## src/rtl/tm_shiftreg_ctrl_if.sv

```systemverilog
// tm_shiftreg_ctrl_if: config-word, strobe and serial-pin bundle
// between the TM shift-register sequencer and its surroundings.
interface tm_shiftreg_ctrl_if #(
  parameter int DATA_WIDTH = 170,
  parameter int DIV_WIDTH  = 8
);

  logic [DATA_WIDTH-1:0] data_in;
  logic                  start;
  logic [DIV_WIDTH-1:0]  div;
  logic                  sout;
  logic                  sin;
  logic                  sclk;
  logic                  load;
  logic [DATA_WIDTH-1:0] data_out;
  logic                  busy;
  logic                  done;

  modport master (
    output data_in, start, div, sout,
    input  sin, sclk, load, data_out, busy, done
  );

  modport slave (
    input  data_in, start, div, sout,
    output sin, sclk, load, data_out, busy, done
  );

endinterface

```

## src/rtl/tm_shiftreg_ctrl.sv

```systemverilog
// tm_shiftreg_ctrl: shifts a config word MSB-first into the TM shift
// register on a divided clock, strobes load, and captures readback.
module tm_shiftreg_ctrl #(
  parameter int DATA_WIDTH = 170,
  parameter int CNT_WIDTH  = 8,
  parameter int DIV_WIDTH  = 8
) (
  input  logic              clk_in,
  input  logic              rst,
  tm_shiftreg_ctrl_if.slave bus
);

  typedef enum logic [2:0] {
    IDLE,
    SHIFT_LO,
    SHIFT_HI,
    LOAD,
    DONE
  } state_t;

  localparam logic [CNT_WIDTH-1:0] LAST_BIT =
    CNT_WIDTH'(DATA_WIDTH - 1);

  state_t                state;
  state_t                state_nxt;
  logic [DATA_WIDTH-1:0] tx_reg;
  logic [DATA_WIDTH-1:0] tx_nxt;
  logic [DATA_WIDTH-1:0] rx_reg;
  logic [DATA_WIDTH-1:0] rx_nxt;
  logic [DATA_WIDTH-1:0] dout_q;
  logic [DATA_WIDTH-1:0] dout_nxt;
  logic [DIV_WIDTH-1:0]  div_reg;
  logic [DIV_WIDTH-1:0]  div_nxt;
  logic [DIV_WIDTH-1:0]  phase_cnt;
  logic [DIV_WIDTH-1:0]  phase_nxt;
  logic [CNT_WIDTH-1:0]  bit_cnt;
  logic [CNT_WIDTH-1:0]  bit_nxt;
  logic                  phase_end;

  logic sin_q, sclk_q, load_q, busy_q, done_q;
  logic sin_nxt, sclk_nxt, load_nxt, busy_nxt, done_nxt;

  assign phase_end = (phase_cnt == div_reg);

  always_comb begin
    state_nxt = state;
    tx_nxt    = tx_reg;
    rx_nxt    = rx_reg;
    dout_nxt  = dout_q;
    div_nxt   = div_reg;
    bit_nxt   = bit_cnt;
    phase_nxt = phase_cnt + DIV_WIDTH'(1);
    unique case (state)
      IDLE: begin
        phase_nxt = '0;
        if (bus.start) begin
          tx_nxt    = bus.data_in;
          div_nxt   = bus.div;
          bit_nxt   = '0;
          rx_nxt    = '0;
          state_nxt = SHIFT_LO;
        end
      end
      SHIFT_LO: begin
        if (phase_end) begin
          phase_nxt = '0;
          state_nxt = SHIFT_HI;
        end
      end
      SHIFT_HI: begin
        if (phase_end) begin
          phase_nxt = '0;
          rx_nxt    = {rx_reg[DATA_WIDTH-2:0], bus.sout};
          tx_nxt    = {tx_reg[DATA_WIDTH-2:0], 1'b0};
          bit_nxt   = bit_cnt + CNT_WIDTH'(1);
          state_nxt = (bit_cnt == LAST_BIT) ? LOAD : SHIFT_LO;
        end
      end
      LOAD: begin
        if (phase_end) begin
          phase_nxt = '0;
          state_nxt = DONE;
        end
      end
      DONE: begin
        phase_nxt = '0;
        dout_nxt  = rx_reg;
        state_nxt = IDLE;
      end
      default: begin
        phase_nxt = '0;
        state_nxt = IDLE;
      end
    endcase

    // Strobes are decoded from the next state so they are registered
    // and valid in the first cycle of each state.
    sclk_nxt = (state_nxt == SHIFT_HI);
    load_nxt = (state_nxt == LOAD);
    done_nxt = (state_nxt == DONE);
    busy_nxt = (state_nxt != IDLE);
    sin_nxt  = (state_nxt == SHIFT_LO || state_nxt == SHIFT_HI)
               && tx_nxt[DATA_WIDTH-1];
  end

  always_ff @(posedge clk_in) begin
    if (rst) begin
      state     <= IDLE;
      tx_reg    <= '0;
      rx_reg    <= '0;
      dout_q    <= '0;
      div_reg   <= '0;
      bit_cnt   <= '0;
      phase_cnt <= '0;
      sin_q     <= 1'b0;
      sclk_q    <= 1'b0;
      load_q    <= 1'b0;
      busy_q    <= 1'b0;
      done_q    <= 1'b0;
    end else begin
      state     <= state_nxt;
      tx_reg    <= tx_nxt;
      rx_reg    <= rx_nxt;
      dout_q    <= dout_nxt;
      div_reg   <= div_nxt;
      bit_cnt   <= bit_nxt;
      phase_cnt <= phase_nxt;
      sin_q     <= sin_nxt;
      sclk_q    <= sclk_nxt;
      load_q    <= load_nxt;
      busy_q    <= busy_nxt;
      done_q    <= done_nxt;
    end
  end

  assign bus.sin      = sin_q;
  assign bus.sclk     = sclk_q;
  assign bus.load     = load_q;
  assign bus.busy     = busy_q;
  assign bus.done     = done_q;
  assign bus.data_out = dout_q;

endmodule

```

## src/flat_wrapper.sv

```systemverilog
// flat-port wrapper written by rule: the top's interface ports become plain ports
module tm_shiftreg_ctrl_flat 
#(
  parameter int DATA_WIDTH = 170,
  parameter int CNT_WIDTH  = 8,
  parameter int DIV_WIDTH  = 8
)
  (clk_in, rst, bus_data_in, bus_start, bus_div, bus_sout, bus_sin, bus_sclk, bus_load, bus_data_out, bus_busy, bus_done);
  tm_shiftreg_ctrl_if #(.DATA_WIDTH(DATA_WIDTH), .DIV_WIDTH(DIV_WIDTH)) bus_i ();
  input  logic clk_in;
  input  logic rst;
  input wire logic [$bits(bus_i.data_in)-1:0] bus_data_in;
  input wire logic [$bits(bus_i.start)-1:0] bus_start;
  input wire logic [$bits(bus_i.div)-1:0] bus_div;
  input wire logic [$bits(bus_i.sout)-1:0] bus_sout;
  output wire logic [$bits(bus_i.sin)-1:0] bus_sin;
  output wire logic [$bits(bus_i.sclk)-1:0] bus_sclk;
  output wire logic [$bits(bus_i.load)-1:0] bus_load;
  output wire logic [$bits(bus_i.data_out)-1:0] bus_data_out;
  output wire logic [$bits(bus_i.busy)-1:0] bus_busy;
  output wire logic [$bits(bus_i.done)-1:0] bus_done;
  assign bus_i.data_in = bus_data_in;
  assign bus_i.start = bus_start;
  assign bus_i.div = bus_div;
  assign bus_i.sout = bus_sout;
  assign bus_sin = bus_i.sin;
  assign bus_sclk = bus_i.sclk;
  assign bus_load = bus_i.load;
  assign bus_data_out = bus_i.data_out;
  assign bus_busy = bus_i.busy;
  assign bus_done = bus_i.done;
  tm_shiftreg_ctrl #(.DATA_WIDTH(DATA_WIDTH), .CNT_WIDTH(CNT_WIDTH), .DIV_WIDTH(DIV_WIDTH)) u_core (.clk_in(clk_in), .rst(rst), .bus(bus_i));
endmodule
```

## config.mk

```make
export PLATFORM = sky130hd
export DESIGN_NAME = tm_shiftreg_ctrl_flat
export DESIGN_NICKNAME = d
export VERILOG_FILES = /design/src/rtl/tm_shiftreg_ctrl_if.sv /design/src/rtl/tm_shiftreg_ctrl.sv /design/src/flat_wrapper.sv
export SDC_FILE = /design/constraint.sdc
export NUM_CORES = 1
export LEC_CHECK = 0
export CAP_MARGIN = 15
export CORE_MARGIN = 4
export CORE_UTILIZATION = 49
export DETAILED_ROUTE_END_ITERATION = 10
export PLACE_DENSITY = 0.77
export SYNTH_ARGS = -nofsm -noshare
export SYNTH_HDL_FRONTEND = slang
export SYNTH_SLANG_ARGS = --single-unit
```

## constraint.sdc

```tcl
create_clock -name clk_in -period 2.6 [get_ports clk_in]
set_clock_uncertainty 0.05 [all_clocks]
set_input_delay 0.39 -clock clk_in [delete_from_list [all_inputs] [get_ports clk_in]]
set_output_delay 0.39 -clock clk_in [all_outputs]
set_load 0.05 [all_outputs]
```

==> results.sh <==
export IMPL_antenna_found_initial=3
export IMPL_setup_tns_ns=0
export IMPL_cts_tree="built"
export IMPL_setup_viol=0
export IMPL_synth_area_leaders="dfxtp_1, nand2_1, a21oi_1"
export IMPL_fin_crit_ns=2.30
export IMPL_synth_top_area_frac=0.548
export IMPL_arrival_ns=2.75
export IMPL_timing_hold_ws_ns=0.193
export IMPL_die_area_um2=43700
export IMPL_max_cap_viol_count=0
export IMPL_synth_seq_area_share=0.548
export IMPL_area_delta_synth_final_pct=28.5
export IMPL_max_slew_margin_rel=0.541
export IMPL_critPathLaunch="u_core.phase_cnt[4]"
export IMPL_synth_main_ff_cell="dfxtp_1"
export IMPL_grt_pass1_vias=16400
export IMPL_h_tree_depth=2
export IMPL_most_common_layout_cells="nand2_1, dfxtp_1, a21oi_1, clkdlybuf4s50_1, nand3_1"
export IMPL_io_buffers=356
export IMPL_rr_endpoint="u_core.rx_reg[26]"
export IMPL_slowest_delay_ns=0.55
export IMPL_cts_sinks=542
export IMPL_final_antenna_net_count=0
export IMPL_cts_hold_buf=0
export IMPL_clk_pin_slew_ns=0.06
export IMPL_hold_viol=0
export IMPL_finalCritPeriodShare=0.883
export IMPL_start_util=0.497
export IMPL_path_class="flop to flop"
export IMPL_final_common_cell="nand2_1"
export IMPL_cts_setup_buffers=0
export IMPL_dp_cells=3120
export IMPL_crit_chain="xnor2_1 -> nand4_1 -> o31ai_4 -> buf_12 -> nand3_1 -> a21oi_1"
export IMPL_place_congestion=0.817
export IMPL_yosysTopAreaCell="dfxtp_1"
export IMPL_crit_required_ns=3.05
export IMPL_grt_overflow=0
export IMPL_drt_initial_drc_count=1696
export IMPL_core_um2=39800
export IMPL_die_y_um=209
export IMPL_drc_errors=0
export IMPL_end_kind="flop"
export IMPL_numCtsBuffers=53
export IMPL_min_path_type="input port to flop"
export IMPL_wire_per_inst_um=16.2
export IMPL_async_reset_ff_frac=0
export IMPL_cts_root_buf="clkbuf_16"
export IMPL_grt_max_degree=142
export IMPL_hpwl_mm=32.5
export IMPL_power_density_nw_per_um2=721
export IMPL_reg2reg_depth=6
export IMPL_drive_gt1_frac=0.0477
export IMPL_io_pins=357
export IMPL_routed_via_density=5.55
export IMPL_clk_insertion_delay_late_ns=0.58
export IMPL_ff_latch_area_um2=10900
export IMPL_ctsResizeCount=0
export IMPL_leakagePower_nw=8.38
export IMPL_fillers=3352
export IMPL_first_pass_iters=7
export IMPL_multiInputGateArea_um2=8080
export IMPL_netlist_cell_type_count=42
export IMPL_grt_usage=0.221
export IMPL_synth_cells=2417
export IMPL_rows=73
export IMPL_rsz0062_at_grt="no"
export IMPL_grt_first_pass_wirelength_mm=83.0
export IMPL_peakVddDrop_v=0.000567
export IMPL_synth_seq_cells=542
export IMPL_syn_nets=2602
export IMPL_synth_edf_count=0
export IMPL_fin_cells=3213
export IMPL_fin_nets=2835
export IMPL_status="finished clean"
export IMPL_rrSetupSlack_ns=0.30
export IMPL_slew_violations=0
export IMPL_wirelength_mm=51.9
export IMPL_r2r_start="u_core.phase_cnt[4]"
export IMPL_max_clock_freq_mhz=436
export IMPL_crit_path_end="u_core.rx_reg[26]"
export IMPL_worst_slew_pin_slew_ns=0.689
export IMPL_worstPathMaxFanout=61
export IMPL_syn_area_um2=19800
export IMPL_die_w_um=209
export IMPL_synth_area_per_cell_um2=8.20
export IMPL_critical_path_slowest_cell="o31ai_4"
export IMPL_clk_path_buf_depth=3
export IMPL_start_kind="flop"
export IMPL_yosysWarningCount=0
export IMPL_vias=17800
[metal layers]
layer	global-route usage	wire length, um
met5	0	0
met4	0.0835	1670
met2	0.374	25800
met3	0.0315	2700
met1	0.289	21800
[metrics by stage]
| stage | total power, mW | worst slack [ns] | instance area (um2) | utilization |
|---|---|---|---|---|
| after floorplan | 10.2 | 0.808 | 19800 | - |
| after global placement | 10.9 | 0.372 | 23700 | 0.595 |
| after detailed placement | 11.0 | 0.305 | 23700 | 0.595 |
| after CTS | 18.5 | 0.265 | 25400 | 0.639 |
| after global routing | 19.0 | 0.0743 | 25400 | 0.639 |
| final | 18.4 | 0.304 | 25400 | 0.639 |
[cell families after synthesis]
logic type / after synthesis / share of synthesized area
AND/OR/NAND/NOR: 933 / 0.193
AO/OA/AOI/OAI: 701 / 0.201
flip-flops: 542 / 0.548
buffers and inverters: 217 / 0.0464
XOR/XNOR: 16 / 0.00707
multiplexers: 5 / 0.00259
adder cells (fa/ha/maj): 3 / 0.00190
[worst max-delay path: cells and delay by family, from the launching register on]
| kind | cells | cell delay, ns |
|---|---|---|
| xor+xnor | 1 | 0.19 |
| buf+inv | 1 | 0.33 |
| flops | 1 | 0.42 |
| compound gates | 2 | 0.72 |
| simple gates | 2 | 0.47 |
[where the power goes]
group	leakage (nW)	internal (mW)	switching, mW	total [mW]
registers	4.39	8.60	0.174	8.77
clock network	0.847	4.46	3.08	7.55
logic	3.14	0.725	1.31	2.03
total	8.38	13.8	4.57	18.4
[worst min path at each step]
stage,to,cells after the start,start,slack [ns]
after floorplan,u_core.rx_reg[169],2,u_core.rx_reg[169],0.38
after global placement,u_core.rx_reg[169],2,u_core.rx_reg[169],0.39
after detailed placement,u_core.bus.data_out[69],2,u_core.bus.data_out[69],0.40
after CTS,u_core.tx_reg[156],2,rst,0.19
after global routing,u_core.tx_reg[156],2,rst,0.20
final,u_core.tx_reg[156],2,rst,0.19
[layout make-up]
cell class,instances,share of cell area
clock buffer,81,0.0638
clock inverter,9,0.00408
multi-input combinational,1658,0.317
inverter,5,0.000737
timing repair buffer,390,0.162
antenna,3,0.000295
tap,525,0.0258
sequential,542,0.426
[cell usage after synthesis (2+ instances only)]
cell      instances
nand2_1         707
dfxtp_1         542
a21oi_1         521
nand3_1         176
a22oi_1         168
clkbuf_1        129
buf_2            80
nor2_1           21
xnor2_1          12
inv_1             5
nand4_1           5
or3_1             5
mux2i_1           4
xor2_1            4
and4_1            3
ha_1              3
a31o_2            2
and2_1            2
and3_1            2
buf_1             2
nand3b_1          2
or2_2             2
Power figures use the tool's default switching activity.
